==> config.mk <==
export PLATFORM = sky130hd
export DESIGN_NAME = bus_arbiter_flat
export DESIGN_NICKNAME = d
export VERILOG_FILES = /design/src/rtl/bus_arbiter_pkg.sv /design/src/rtl/bus_arbiter_if.sv /design/src/rtl/bus_arbiter_rr_select.sv /design/src/rtl/bus_arbiter.sv /design/src/flat_wrapper.sv
export SDC_FILE = /design/constraint.sdc
export NUM_CORES = 1
export LEC_CHECK = 0
export CORE_ASPECT_RATIO = 0.75
export CORE_MARGIN = 10
export CORE_UTILIZATION = 42
export CTS_BUF_LIST = sky130_fd_sc_hd__clkbuf_4 sky130_fd_sc_hd__clkbuf_8 sky130_fd_sc_hd__clkbuf_16
export DETAILED_ROUTE_END_ITERATION = 12
export PLACE_DENSITY = 0.85
export SETUP_SLACK_MARGIN = 0.5
export SLEW_MARGIN = 20
export SYNTH_ARGS = -nofsm -noshare
export SYNTH_HDL_FRONTEND = slang
export SYNTH_SLANG_ARGS = --single-unit
export TNS_END_PERCENT = 1
==> constraint.sdc <==
create_clock -name wb_clock_i -period 3.7 [get_ports wb_clock_i]
set_input_delay 0.74 -clock wb_clock_i [delete_from_list [all_inputs] [get_ports wb_clock_i]]
set_output_delay 0.74 -clock wb_clock_i [all_outputs]
set_load 0.02 [all_outputs]
==> src/rtl/bus_arbiter_pkg.sv <==
// Shared types and default frame constants for the CPU/Wishbone time-slot arbiter.
// Contents: arb_state_t FSM encoding, default parameter values, index-width helper.
// Imported by the interface, the round-robin picker and the arbiter top.
package bus_arbiter_pkg;

  localparam int DEF_NUM_INITIATORS = 2;
  localparam int DEF_FRAME_CYCLES   = 64;
  localparam int DEF_WB_CYCLES      = 32;
  localparam int DEF_GUARD_CYCLES   = 4;
  localparam int DEF_ADDR_WIDTH     = 16;
  localparam int DEF_DATA_WIDTH     = 8;

  typedef enum logic [1:0] {
    IDLE,
    ISSUE,
    WAIT_ACK
  } arb_state_t;

  // Width of an initiator index; at least one bit even for a single initiator.
  function automatic int idx_width(input int n);
    return (n > 1) ? $clog2(n) : 1;
  endfunction

endpackage

==> src/rtl/bus_arbiter_if.sv <==
// Bundle of the initiator-side and target-side Wishbone signals plus the 6502 timing outputs.
// master: the arbiter's view (drives responses, target requests, cpu_be_o/cpu_clock_o).
// slave: the surrounding system's view (initiators, downstream target, CPU).
interface bus_arbiter_if import bus_arbiter_pkg::*; #(
  parameter int NUM_INITIATORS = DEF_NUM_INITIATORS,
  parameter int WB_ADDR_WIDTH  = DEF_ADDR_WIDTH,
  parameter int DATA_WIDTH     = DEF_DATA_WIDTH
);

  logic [NUM_INITIATORS*WB_ADDR_WIDTH-1:0] ini_addr_i;
  logic [NUM_INITIATORS*DATA_WIDTH-1:0]    ini_data_i;
  logic [NUM_INITIATORS-1:0]               ini_we_i;
  logic [NUM_INITIATORS-1:0]               ini_cycle_i;
  logic [NUM_INITIATORS-1:0]               ini_strobe_i;
  logic [NUM_INITIATORS-1:0]               ini_stall_o;
  logic [NUM_INITIATORS-1:0]               ini_ack_o;
  logic [NUM_INITIATORS-1:0]               ini_err_o;
  logic [DATA_WIDTH-1:0]                   ini_data_o;

  logic [WB_ADDR_WIDTH-1:0]                tgt_addr_o;
  logic [DATA_WIDTH-1:0]                   tgt_data_o;
  logic                                    tgt_we_o;
  logic                                    tgt_cycle_o;
  logic                                    tgt_strobe_o;
  logic                                    tgt_stall_i;
  logic                                    tgt_ack_i;
  logic [DATA_WIDTH-1:0]                   tgt_data_i;

  logic                                    cpu_be_o;
  logic                                    cpu_clock_o;

  modport master (
    input  ini_addr_i, ini_data_i, ini_we_i, ini_cycle_i, ini_strobe_i,
    output ini_stall_o, ini_ack_o, ini_err_o, ini_data_o,
    output tgt_addr_o, tgt_data_o, tgt_we_o, tgt_cycle_o, tgt_strobe_o,
    input  tgt_stall_i, tgt_ack_i, tgt_data_i,
    output cpu_be_o, cpu_clock_o
  );

  modport slave (
    output ini_addr_i, ini_data_i, ini_we_i, ini_cycle_i, ini_strobe_i,
    input  ini_stall_o, ini_ack_o, ini_err_o, ini_data_o,
    input  tgt_addr_o, tgt_data_o, tgt_we_o, tgt_cycle_o, tgt_strobe_o,
    output tgt_stall_i, tgt_ack_i, tgt_data_i,
    input  cpu_be_o, cpu_clock_o
  );

endinterface

==> src/rtl/bus_arbiter_rr_select.sv <==
// Round-robin picker: first asserted request at index >= ptr, wrapping to index 0.
// Latency: combinational. Backpressure: none, pure function of req and ptr.
// Ports: req (request vector), ptr (priority start), vld (any request), idx (winner).
module bus_arbiter_rr_select import bus_arbiter_pkg::*; #(
  parameter int NUM_INITIATORS = DEF_NUM_INITIATORS,
  parameter int IDX_W          = idx_width(NUM_INITIATORS)
) (
  input  logic [NUM_INITIATORS-1:0] req,
  input  logic [IDX_W-1:0]          ptr,
  output logic                      vld,
  output logic [IDX_W-1:0]          idx
);

  logic             hi_found;
  logic [IDX_W-1:0] idx_hi;
  logic [IDX_W-1:0] idx_lo;

  // Two lowest-index searches: one restricted to indices >= ptr, one unrestricted.
  // The restricted hit wins; otherwise the search has wrapped past the top.
  always_comb begin
    hi_found = 1'b0;
    idx_hi   = '0;
    idx_lo   = '0;
    for (int i = NUM_INITIATORS - 1; i >= 0; i--) begin
      if (req[i]) begin
        idx_lo = IDX_W'(i);
        if (IDX_W'(i) >= ptr) begin
          idx_hi   = IDX_W'(i);
          hi_found = 1'b1;
        end
      end
    end
  end

  assign vld = |req;
  assign idx = hi_found ? idx_hi : idx_lo;

endmodule

==> src/rtl/bus_arbiter.sv <==
// Frame-based arbiter: 6502 bus-enable/PHI2 timing plus round-robin sharing of the WB window.
// Latency: request in IDLE -> tgt_strobe_o next cycle; ack passes through same cycle; 3-cycle minimum turnaround.
// Backpressure: tgt_stall_i holds ISSUE; no start within the guard band; overrun of the WB window aborts with ini_err_o.
// Ports: wb_clock_i, wb_reset_i (async, active-high), bus (master view of bus_arbiter_if).
module bus_arbiter import bus_arbiter_pkg::*; #(
  parameter int NUM_INITIATORS = DEF_NUM_INITIATORS,
  parameter int FRAME_CYCLES   = DEF_FRAME_CYCLES,
  parameter int WB_CYCLES      = DEF_WB_CYCLES,
  parameter int GUARD_CYCLES   = DEF_GUARD_CYCLES,
  parameter int WB_ADDR_WIDTH  = DEF_ADDR_WIDTH,
  parameter int DATA_WIDTH     = DEF_DATA_WIDTH
) (
  input  logic            wb_clock_i,
  input  logic            wb_reset_i,
  bus_arbiter_if.master   bus
);

  localparam int IDX_W      = idx_width(NUM_INITIATORS);
  localparam int CNT_W      = $clog2(FRAME_CYCLES);
  localparam int PHI2_START = WB_CYCLES + (FRAME_CYCLES - WB_CYCLES) / 2;

  logic [CNT_W-1:0]          cnt, cnt_nxt;
  logic                      cpu_be_q, cpu_clk_q;
  arb_state_t                state, state_nxt;
  logic [IDX_W-1:0]          sel, sel_nxt, ptr, ptr_nxt, sel_inc, pick_idx;
  logic                      pick_vld, latch, win_last, can_start;
  logic                      tgt_cyc, tgt_stb;
  logic [NUM_INITIATORS-1:0] req, sel_onehot, stall, ack, err_nxt, err_q;
  logic [WB_ADDR_WIDTH-1:0]  addr_pick, addr_q;
  logic [DATA_WIDTH-1:0]     data_pick, data_q;
  logic                      we_pick, we_q;

  // Frame counter and CPU timing. Both CPU outputs are decoded from the next count
  // so the registered versions line up with the current count.
  assign cnt_nxt = (cnt == CNT_W'(FRAME_CYCLES - 1)) ? '0 : cnt + CNT_W'(1);

  always_ff @(posedge wb_clock_i or posedge wb_reset_i) begin
    if (wb_reset_i) begin
      cnt       <= '0;
      cpu_be_q  <= 1'b0;
      cpu_clk_q <= 1'b0;
    end else begin
      cnt       <= cnt_nxt;
      cpu_be_q  <= (cnt_nxt >= CNT_W'(WB_CYCLES));
      cpu_clk_q <= (cnt_nxt >= CNT_W'(PHI2_START));
    end
  end

  assign req      = bus.ini_cycle_i & bus.ini_strobe_i;
  assign win_last = (cnt == CNT_W'(WB_CYCLES - 1));
  // A start on the last WB cycle would put ISSUE inside the CPU window, so the
  // start window also stops one short of the end when GUARD_CYCLES is 1.
  assign can_start = (cnt <= CNT_W'(WB_CYCLES - GUARD_CYCLES)) &&
                     (cnt < CNT_W'(WB_CYCLES - 1));
  assign sel_inc = (sel == IDX_W'(NUM_INITIATORS - 1)) ? '0 : sel + IDX_W'(1);

  bus_arbiter_rr_select #(
    .NUM_INITIATORS (NUM_INITIATORS),
    .IDX_W          (IDX_W)
  ) u_rr_select (
    .req (req),
    .ptr (ptr),
    .vld (pick_vld),
    .idx (pick_idx)
  );

  always_comb begin
    addr_pick  = '0;
    data_pick  = '0;
    we_pick    = 1'b0;
    sel_onehot = '0;
    for (int i = 0; i < NUM_INITIATORS; i++) begin
      sel_onehot[i] = (sel == IDX_W'(i));
      if (pick_idx == IDX_W'(i)) begin
        addr_pick = bus.ini_addr_i[i*WB_ADDR_WIDTH +: WB_ADDR_WIDTH];
        data_pick = bus.ini_data_i[i*DATA_WIDTH +: DATA_WIDTH];
        we_pick   = bus.ini_we_i[i];
      end
    end
  end

  always_ff @(posedge wb_clock_i or posedge wb_reset_i) begin
    if (wb_reset_i) begin
      state  <= IDLE;
      sel    <= '0;
      ptr    <= '0;
      err_q  <= '0;
      addr_q <= '0;
      data_q <= '0;
      we_q   <= 1'b0;
    end else begin
      state <= state_nxt;
      sel   <= sel_nxt;
      ptr   <= ptr_nxt;
      err_q <= err_nxt;
      if (latch) begin
        addr_q <= addr_pick;
        data_q <= data_pick;
        we_q   <= we_pick;
      end
    end
  end

  always_comb begin
    state_nxt = state;
    sel_nxt   = sel;
    ptr_nxt   = ptr;
    err_nxt   = '0;
    latch     = 1'b0;
    tgt_cyc   = 1'b0;
    tgt_stb   = 1'b0;
    stall     = '1;
    ack       = '0;
    case (state)
      IDLE: begin
        if (can_start && pick_vld) begin
          sel_nxt   = pick_idx;
          latch     = 1'b1;
          state_nxt = ISSUE;
        end
      end
      ISSUE: begin
        tgt_cyc = 1'b1;
        tgt_stb = 1'b1;
        if (!bus.tgt_stall_i) begin
          stall     = ~sel_onehot;
          state_nxt = WAIT_ACK;
        end
        // No ack can arrive in ISSUE, so reaching the window end here always aborts.
        if (win_last) begin
          state_nxt = IDLE;
          ptr_nxt   = sel_inc;
          err_nxt   = sel_onehot;
        end
      end
      WAIT_ACK: begin
        tgt_cyc = 1'b1;
        if (bus.tgt_ack_i) begin
          // An initiator that has dropped its cycle no longer wants the ack.
          ack       = sel_onehot & bus.ini_cycle_i;
          ptr_nxt   = sel_inc;
          state_nxt = IDLE;
        end else if (win_last) begin
          state_nxt = IDLE;
          ptr_nxt   = sel_inc;
          err_nxt   = sel_onehot;
        end
      end
      default: state_nxt = IDLE;
    endcase
  end

  assign bus.ini_stall_o  = stall;
  assign bus.ini_ack_o    = ack;
  assign bus.ini_err_o    = err_q;
  assign bus.ini_data_o   = bus.tgt_data_i;
  assign bus.tgt_addr_o   = addr_q;
  assign bus.tgt_data_o   = data_q;
  assign bus.tgt_we_o     = we_q;
  assign bus.tgt_cycle_o  = tgt_cyc;
  assign bus.tgt_strobe_o = tgt_stb;
  assign bus.cpu_be_o     = cpu_be_q;
  assign bus.cpu_clock_o  = cpu_clk_q;

endmodule
==> src/flat_wrapper.sv <==
// flat-port wrapper written by rule: the top's interface ports become plain ports
module bus_arbiter_flat import bus_arbiter_pkg::*;
#(
  parameter int NUM_INITIATORS = DEF_NUM_INITIATORS,
  parameter int FRAME_CYCLES   = DEF_FRAME_CYCLES,
  parameter int WB_CYCLES      = DEF_WB_CYCLES,
  parameter int GUARD_CYCLES   = DEF_GUARD_CYCLES,
  parameter int WB_ADDR_WIDTH  = DEF_ADDR_WIDTH,
  parameter int DATA_WIDTH     = DEF_DATA_WIDTH
)
  (wb_clock_i, wb_reset_i, bus_ini_addr_i, bus_ini_data_i, bus_ini_we_i, bus_ini_cycle_i, bus_ini_strobe_i, bus_ini_stall_o, bus_ini_ack_o, bus_ini_err_o, bus_ini_data_o, bus_tgt_addr_o, bus_tgt_data_o, bus_tgt_we_o, bus_tgt_cycle_o, bus_tgt_strobe_o, bus_tgt_stall_i, bus_tgt_ack_i, bus_tgt_data_i, bus_cpu_be_o, bus_cpu_clock_o);
  bus_arbiter_if #(.NUM_INITIATORS(NUM_INITIATORS), .WB_ADDR_WIDTH(WB_ADDR_WIDTH), .DATA_WIDTH(DATA_WIDTH)) bus_i ();
  input  logic wb_clock_i;
  input  logic wb_reset_i;
  input wire logic [$bits(bus_i.ini_addr_i)-1:0] bus_ini_addr_i;
  input wire logic [$bits(bus_i.ini_data_i)-1:0] bus_ini_data_i;
  input wire logic [$bits(bus_i.ini_we_i)-1:0] bus_ini_we_i;
  input wire logic [$bits(bus_i.ini_cycle_i)-1:0] bus_ini_cycle_i;
  input wire logic [$bits(bus_i.ini_strobe_i)-1:0] bus_ini_strobe_i;
  output wire logic [$bits(bus_i.ini_stall_o)-1:0] bus_ini_stall_o;
  output wire logic [$bits(bus_i.ini_ack_o)-1:0] bus_ini_ack_o;
  output wire logic [$bits(bus_i.ini_err_o)-1:0] bus_ini_err_o;
  output wire logic [$bits(bus_i.ini_data_o)-1:0] bus_ini_data_o;
  output wire logic [$bits(bus_i.tgt_addr_o)-1:0] bus_tgt_addr_o;
  output wire logic [$bits(bus_i.tgt_data_o)-1:0] bus_tgt_data_o;
  output wire logic [$bits(bus_i.tgt_we_o)-1:0] bus_tgt_we_o;
  output wire logic [$bits(bus_i.tgt_cycle_o)-1:0] bus_tgt_cycle_o;
  output wire logic [$bits(bus_i.tgt_strobe_o)-1:0] bus_tgt_strobe_o;
  input wire logic [$bits(bus_i.tgt_stall_i)-1:0] bus_tgt_stall_i;
  input wire logic [$bits(bus_i.tgt_ack_i)-1:0] bus_tgt_ack_i;
  input wire logic [$bits(bus_i.tgt_data_i)-1:0] bus_tgt_data_i;
  output wire logic [$bits(bus_i.cpu_be_o)-1:0] bus_cpu_be_o;
  output wire logic [$bits(bus_i.cpu_clock_o)-1:0] bus_cpu_clock_o;
  assign bus_i.ini_addr_i = bus_ini_addr_i;
  assign bus_i.ini_data_i = bus_ini_data_i;
  assign bus_i.ini_we_i = bus_ini_we_i;
  assign bus_i.ini_cycle_i = bus_ini_cycle_i;
  assign bus_i.ini_strobe_i = bus_ini_strobe_i;
  assign bus_ini_stall_o = bus_i.ini_stall_o;
  assign bus_ini_ack_o = bus_i.ini_ack_o;
  assign bus_ini_err_o = bus_i.ini_err_o;
  assign bus_ini_data_o = bus_i.ini_data_o;
  assign bus_tgt_addr_o = bus_i.tgt_addr_o;
  assign bus_tgt_data_o = bus_i.tgt_data_o;
  assign bus_tgt_we_o = bus_i.tgt_we_o;
  assign bus_tgt_cycle_o = bus_i.tgt_cycle_o;
  assign bus_tgt_strobe_o = bus_i.tgt_strobe_o;
  assign bus_i.tgt_stall_i = bus_tgt_stall_i;
  assign bus_i.tgt_ack_i = bus_tgt_ack_i;
  assign bus_i.tgt_data_i = bus_tgt_data_i;
  assign bus_cpu_be_o = bus_i.cpu_be_o;
  assign bus_cpu_clock_o = bus_i.cpu_clock_o;
  bus_arbiter #(.NUM_INITIATORS(NUM_INITIATORS), .FRAME_CYCLES(FRAME_CYCLES), .WB_CYCLES(WB_CYCLES), .GUARD_CYCLES(GUARD_CYCLES), .WB_ADDR_WIDTH(WB_ADDR_WIDTH), .DATA_WIDTH(DATA_WIDTH)) u_core (.wb_clock_i(wb_clock_i), .wb_reset_i(wb_reset_i), .bus(bus_i));
endmodule
**After elaboration in Yosys (flattened, before gate mapping)**

Index checks and enable logic that the tools add are counted.

- Register bits after elaboration: 39
- Output and inout bits: 43
- Logic and storage cells: 71
- Input port bits: 66

- Reductions and logical operators: 8
- Bitwise logic cells: 4
- $add $sub $neg: 2
- Eq/ne operators: 7
- Order comparisons: 6
- Mux-type cells: 34

Operators by type and width:

| operator | number |
|---|---|
| 2-bit two-way mux | 11 |
| 1-bit two-way mux | 17 |
| 16-bit two-way mux | 1 |
| 6-bit greater-or-equal comparator (second input constant) | 2 |
| 8-bit two-way mux | 1 |
| 6-bit by 1-bit adder with 6-bit output (second input constant) | 1 |
| 6-bit by 5-bit == test with 1-bit output (second input constant) | 1 |
| 6-bit == test (second input constant) | 1 |
| 6-bit by 5-bit less-or-equal comparator with 1-bit output (second input constant) | 1 |
| 6-bit by 5-bit less-than comparator with 1-bit output (second input constant) | 1 |
| 6-bit two-way mux | 1 |
| 3-bit by 2-bit != test with 1-bit output (second input constant) | 2 |
| 2-bit one-hot mux with 3 select lines | 1 |
| 2-bit bitwise AND | 2 |
| 2-bit one-hot mux with 2 select lines | 1 |
| 2-bit OR reduction | 2 |
| 3-bit AND reduction | 1 |
| 2-bit by 1-bit == test with 1-bit output (second input constant) | 1 |
| 2-bit == test (second input constant) | 1 |
| 1-bit greater-or-equal comparator (first input constant) | 2 |
| 1-bit logical AND | 2 |
| 2-bit zero test | 1 |
| 2-bit by 1-bit != test with 1-bit output (second input constant) | 1 |
| 2-bit inverter | 1 |
| other kinds (5) | 5 |

**Depth between registers and ports, before layout**

Gate-level depths: netlist (run 1).

- Depth after elaboration: 7
- Depth in mapped cells: 7

**Modules after synthesis**

A second synthesis (run 1) with hierarchy kept.

- Cell total of the unflattened synthesis: 199
- Area, all modules: 2,155.8 um^2

Modules (own cells, without submodules):

| module | area an instance (um^2) | sequential area each (um^2) | cells an instance | times used |
|---|---|---|---|---|
| bus_arbiter | 2,138.3 | 975.9 | 196 | 1 |
| bus_arbiter_rr_select | 17.5 | 0.0 | 3 | 1 |

**Worst setup path before layout (run 1)**

Ideal clock, no wire load.

- Kind: in2out
- From: in bus_tgt_ack_i
- To: out bus_ini_ack_o[0]
- Arrival: 1.135 ns
- Setup slack: 1.825 ns
- Stages on the path: 2
- Path through: and2_1 and3_1

- Cells in the longest elaborated chain, start to end: 2

RTL lines:

| item | RTL line | RTL |
|---|---|---|
| from (decl) | flat_wrapper.sv:30 | `input wire logic [$bits(bus_i.tgt_ack_i)-1:0] bus_tgt_ack_i;` |
| 2-bit two-way mux | bus_arbiter.sv:138 | `if (bus.tgt_ack_i) begin` |
| 2-bit two-way mux | bus_arbiter.sv:114 | `case (state)` |
| to (decl) | flat_wrapper.sv:21 | `output wire logic [$bits(bus_i.ini_ack_o)-1:0] bus_ini_ack_o;` |

No other way between the ends.

**Worst setup path in the final report (run 1)**

- From: in bus_tgt_ack_i
- To: out bus_ini_ack_o[1]

The elaborated chain is that of the path after synthesis.

==> results.py, run 1 <==
metrics = {
    "layout": {
        "area_delta_synth_final_pct": 48.64,
        "fin_area_sq_um": 3009,
        "diodes": 0,
        "nets": 343,
        "fillers": 419,
        "stdcell_count": 330,
        "layout-drive-gt1-share_pct": 5.495,
    },
    "global_route": {
        "grt_pass1_vias": 1727,
        "grt_max_degree": 54,
        "track_usage_pct": 12.88,
        "grt_overflow_total": 0,
        "antenna_found_initial": 0,
        "grt_pass1_wl_mm": 8.576,
    },
    "drt": {
        "avgRoutedWirePerCell_microns": 16.54,
        "routed_via_density": 5.161,
        "vias": 1703,
        "finalWirelength_mm": 5.457,
        "firstDrtPassIters": 4,
        "drc": 0,
        "ant_nets": 0,
        "drt_iter0_drc": 59,
    },
    "setup_path": {
        "reg2reg_from": "u_core.cnt[0]$_DFF_PP0_",
        "cp.arrival_ps": 2170,
        "path_class": "input port to output pin",
        "worst-path-max-fanout": 3,
        "path_common_cell": "clkdlybuf4s50_1",
        "path_cells": "clkdlybuf4s50_1 > and2_1 > and3_1 > clkdlybuf4s50_1",
        "rrSetupSlack_ps": 1330,
        "slowest_stage": "clkdlybuf4s50_1",
        "timing.rr.end": "u_core.bus.tgt_data_o[7]$_DFFE_PP0P_",
        "crit_path_end_kind": "output pin",
        "start_kind": "input port",
        "r2r_cells": 6,
        "max_stage_delay_ps": 620,
        "required_ps": 2960,
    },
    "synth": {
        "seq_area_frac_synth_pct": 48.21,
        "async_reset_ff_share_pct": 100.0,
        "synth_edf_count": 0,
        "ys_warn_count": 0,
        "yosys.cell_types.count": 35,
        "ys_ff_latch": 39,
        "syn-cell-area_sq_um": 2024,
        "synth_fp_nets": 262,
        "synthFlopType": "dfrtp_1",
        "syn_area_per_cell_sq_um": 10.60,
        "synth_cells": 191,
    },
    "clock_tree": {
        "clk_path_buf_depth": 2,
        "cts_tree": "built",
        "cts_inserted_buffers": 5,
        "clk_latency_ps": 270,
        "post-cts-setup-buffer-count": 0,
        "htreeDepth": 2,
        "clockRootBuffer": "clkbuf_8",
        "clk_pin_slew_ps": 70,
        "cts_resized": 0,
        "cts_num_sinks": 39,
        "cts-hold-fix-buffers": 0,
    },
    "placed_design": {
        "io_buffer_count": 92,
        "gp_congestion": 0.7768,
        "dpl_cell_area_sq_um": 2905,
        "hpwl_mm": 4.229,
        "place_ws_ps": 795.7,
        "place_inst": 322,
    },
    "timing": {
        "rsz0062_at_grt": "no",
        "maxSlewHeadroom_pct": 40.76,
        "setup_slack_ps": 790.4,
        "finalSetupViolCount": 0,
        "slew_viol_final": 0,
        "hold_viol": 0,
        "tns_ps": 0,
        "max_freq_ghz": 0.3437,
        "fin_crit_sh_pct": 78.64,
        "tightest_slew_ps": 888.6,
        "fin_crit_ps": 2910,
        "skew_ps": 2.704,
    },
    "worst_hold_path": {
        "hold_class": "register to register",
        "holdPathEnd": "u_core.bus.ini_err_o[0]$_DFF_PP0_",
        "min-delay-start": "u_core.sel$_DFFE_PP0P_",
        "whs_path_depth": 1,
    },
    "die": {
        "rows": 21,
        "die_area_sq_um": 8026,
        "chipWidth_microns": 100.2,
        "io_pins": 109,
        "core_sq_um": 4572,
        "fp.dieH_microns": 80.13,
        "start_util_pct": 44.28,
    },
    "flow_run": {
        "max-cap-violations": 0,
    },
    "power": {
        "p_leak_nw": 1.327,
        "finalPower_mw": 1.811,
        "cellPowerDensity_nw_per_um2": 602.0,
        "ir_drop_v": 0.0003723,
    },
    "outcome": {
        "status": "finished clean",
    },
}
## worst max path at each step
stage	from	endpoint	slack (ps)	depth (start not counted)
final	bus_tgt_ack_i	bus_ini_ack_o[1]	790	4
after global placement	bus_tgt_ack_i	bus_ini_ack_o[0]	840	4
after CTS	bus_tgt_ack_i	bus_ini_ack_o[1]	800	4
after detailed placement	bus_tgt_ack_i	bus_ini_ack_o[1]	800	4
after global routing	bus_tgt_ack_i	bus_ini_ack_o[1]	730	4
after floorplan	bus_tgt_ack_i	bus_ini_ack_o[0]	1830	2
## placed cells by master (no fill, tap or decap), drive strengths merged, types with 2 or more instances in the layout
cell,instances
clkdlybuf4s50,92
dfrtp,39
a21oi,27
mux2i,26
a31oi,25
inv,9
clkbuf,8
nand2,5
ha,5
nand3,4
buf,4
o21ai,4
nor2,3
and2,3
o211ai,2
and3,2
## area by class of cell
class / count / area [sq um] / area share, %
clock buffers: 8 / 103.9 / 3.451
inverters: 9 / 33.78 / 1.123
multi-input cells: 121 / 873.3 / 29.02
flip-flops and latches: 39 / 975.9 / 32.43
well taps: 57 / 71.32 / 2.370
repair buffers: 96 / 950.9 / 31.60
## critical path: cells and delay by family
family	cells	cell delay [ps]
simple gates	2	340
buf+inv	2	1090
## cell usage after synthesis (all sizes together) (2+ instances only)
| cell type | n | area share, % |
|---|---|---|
| dfrtp | 39 | 48 |
| a21oi | 27 | 6.7 |
| mux2i | 26 | 13 |
| a31oi | 25 | 7.7 |
| buf | 17 | 6.2 |
| inv | 9 | 1.7 |
| clkbuf | 5 | 0.93 |
| ha | 5 | 3.1 |
| nand2 | 5 | 0.93 |
| nand3 | 4 | 0.99 |
| o21ai | 4 | 0.99 |
| and2 | 3 | 1.1 |
| nor2 | 3 | 0.56 |
| and3 | 2 | 0.62 |
| o211ai | 2 | 0.74 |
## where the power goes
| group | internal, mW | switching [mW] | leakage [nW] |
|---|---|---|---|
| logic | 0.406 | 0.438 | 0.829 |
| clock network | 0.177 | 0.132 | 0.0549 |
| registers | 0.573 | 0.0855 | 0.442 |
## cell families after synthesis
group / count (synthesis) / share of synthesized area (%)
compound gates: 64 / 19.47
flops: 39 / 48.21
buf+inv: 31 / 8.776
mux: 27 / 13.41
simple gates: 23 / 6.181
fa+ha+maj: 5 / 3.090
xor+xnor: 2 / 0.8654
## per-stage QoR
stage,utilization (%),hold WS [ps]
floorplan,-,438.9
global placement,63.55,477.4
detailed placement,63.55,483.3
CTS,65.82,494.9
global route,65.82,523.4
finish,65.82,511.5
## per-layer routing
layer  vias up  wire length (microns)  global-route usage (%)
li1        853                      -                       -
met1       786                   2470                   15.79
met2        62                   2533                   20.83
met3         2                    436                   5.560
met4         0                     17                   2.254
met5         -                      0                       0
## state kept, by name, summed over array words and instances, names as in the netlist
| name | count |
|---|---|
| u_core.state | 2 |
| u_core.cnt | 6 |
| u_core.bus.ini_err_o | 2 |
| u_core.bus.tgt_addr_o | 16 |
| u_core.ptr | 1 |
| u_core.bus.tgt_data_o | 8 |
| u_core.sel | 1 |
| u_core.bus.cpu_clock_o | 1 |
| u_core.bus.cpu_be_o | 1 |
| u_core.bus.tgt_we_o | 1 |
Power figures use the tool's default switching activity.
==> inputs of run 2 (changes only) <==
Settings changed: CORE_UTILIZATION 42 to 35, PLACE_DENSITY 0.85 to 0.76.
Clock period 3.7 ns to 2.58 ns, I/O delays scaled along.
==> results.py, run 2 (synthesized netlist as in run 1, its figures left out) <==
metrics = {
    "setup_path": {
        "crit_path_end_kind": "output pin",
        "path_class": "register to output pin",
        "reg2reg_from": "u_core.cnt[0]$_DFF_PP0_",
        "required_ps": 2060,
        "worst-path-max-fanout": 3,
        "cp.arrival_ps": 1700,
        "critPathLaunch": "u_core.state[1]$_DFFE_PP0P_",
        "start_kind": "register",
    },
    "outcome": {
        "status": "finished clean",
    },
    "drt": {
        "routed_via_density": 4.923,
        "ant_nets": 0,
        "vias": 1723,
        "drc": 0,
        "finalWirelength_mm": 5.541,
        "avgRoutedWirePerCell_microns": 15.83,
        "firstDrtPassIters": 4,
        "drt_iter0_drc": 40,
    },
    "layout": {
        "area_delta_synth_final_pct": 50.31,
        "fillers": 499,
        "diodes": 0,
        "utilization_pct": 55.65,
        "layout.cells.most_common": "clkdlybuf4s50_1",
        "largest_reg_flops": 16,
        "final_cell_mix": "clkdlybuf4s50_1 (88), dfrtp_1 (39), a21oi_1 (27), mux2i_1 (26), a31oi_1 (25)",
        "layout-drive-gt1-share_pct": 6.182,
        "nets": 345,
    },
    "global_route": {
        "grt_max_degree": 40,
        "grt_pass1_wl_mm": 8.970,
        "grt_overflow_total": 0,
        "antenna_found_initial": 0,
        "track_usage_pct": 11.79,
        "grt_pass1_vias": 1778,
    },
    "clock_tree": {
        "cts_tree": "built",
        "clk_pin_slew_ps": 70,
        "clockRootBuffer": "clkbuf_8",
        "clk_path_buf_depth": 2,
        "clk_latency_ps": 280,
        "cts_num_sinks": 39,
        "cts_inserted_buffers": 5,
        "cts-hold-fix-buffers": 0,
        "htreeDepth": 2,
    },
    "die": {
        "io_pins": 109,
        "core_sq_um": 5468,
        "fp.dieH_microns": 85.87,
        "start_util_pct": 37.03,
        "rows": 23,
        "chipWidth_microns": 107.8,
        "die_area_sq_um": 9258,
    },
    "timing": {
        "max_freq_ghz": 0.4510,
        "whs_ps": 507.4,
        "fin_crit_ps": 2217,
        "hold_viol": 0,
        "finalSetupViolCount": 0,
        "fin_crit_sh_pct": 85.94,
        "tightest_slew_ps": 481.6,
        "maxSlewHeadroom_pct": 67.90,
        "tns_ps": 0,
        "slew_viol_final": 0,
        "skew_ps": 7.462,
        "rsz0062_at_grt": "yes",
    },
    "power": {
        "switching_share_pct": 36.73,
        "ir_drop_v": 0.0003688,
        "p_leak_nw": 1.343,
        "switchingPower_uw": 941.1,
        "comb_power_share_pct": 47.7,
        "p_clk_share_pct": 15.8,
        "finalPower_mw": 2.562,
        "seqPwrFrac_pct": 36.5,
        "cellPowerDensity_nw_per_um2": 842.0,
        "intPower_mw": 1.621,
    },
    "placed_design": {
        "io_buffer_count": 92,
        "gp_congestion": 0.8087,
        "hpwl_mm": 4.371,
    },
    "flow_run": {
        "max-cap-violations": 0,
    },
    "worst_hold_path": {
        "hold_class": "register to register",
        "min-delay-start": "u_core.cnt[0]$_DFF_PP0_",
    },
}
run 2: what timing repair did:
item / in CTS / in global routing
setup buffers: 0 / 0
setup endpoints to repair: 6 / 6
gates resized for setup: 3 / 1
run 2: area by class of cell:
| cell class | instances | area [sq um] | area share (%) |
|---|---|---|---|
| Sequential cell | 39 | 975.9 | 32.07 |
| Inverter | 9 | 33.78 | 1.110 |
| Clock buffer | 7 | 83.83 | 2.755 |
| Timing Repair Buffer | 98 | 977.2 | 32.11 |
| Clock inverter | 1 | 5.005 | 0.1645 |
| Multi-Input combinational cell | 121 | 873.3 | 28.70 |
| Tap cell | 75 | 93.84 | 3.084 |
run 2: per-layer routing:
| layer | part of all wire [%] | GRT usage, % | up-vias | wire length [microns] |
|---|---|---|---|---|
| li1 | - | - | 858 | - |
| met1 | 47 | 15.12 | 805 | 2598 |
| met2 | 45 | 18.22 | 58 | 2490 |
| met3 | 7.9 | 5.306 | 2 | 437 |
| met4 | 0.25 | 1.574 | 0 | 14 |
| met5 | 0 | 0 | - | 0 |
run 2: power by group through the flow:
stage,clock network [mW],logic (mW),registers (mW)
floorplan,0,0.402,1.18
global placement,0,1.23,0.937
detailed placement,0,1.24,0.946
CTS,0.418,1.25,0.936
global route,0.443,1.33,0.965
finish,0.405,1.22,0.936
run 2: per-stage QoR:
stage	cells	cell area, sq um	setup slack (ps)
floorplan	191	2024	817.4
global placement	342	2955	164.8
detailed placement	342	2955	142.1
CTS	350	3040	320.9
global route	350	3043	288.3
finish	350	3043	362.6
run 2: worst max-delay path, cell delays in order, from the launching register on:
cell,delay (ps)
dfrtp_1,400
inv_1,80
ha_2,350
clkdlybuf4s50_1,610
run 2: worst paths after layout:
check,endpoint,slack (ps),cells past startpoint
max,bus_tgt_cycle_o,360,3
min,u_core.cnt[0]$_DFF_PP0_,510,1
max reg2reg,u_core.state[0]$_DFFE_PP0P_,600,6
min reg2reg,u_core.cnt[0]$_DFF_PP0_,510,1
max in group asynchronous,u_core.bus.tgt_data_o[7]$_DFFE_PP0P_,1590,3
min in group asynchronous,u_core.bus.cpu_clock_o$_DFF_PP0_,640,3
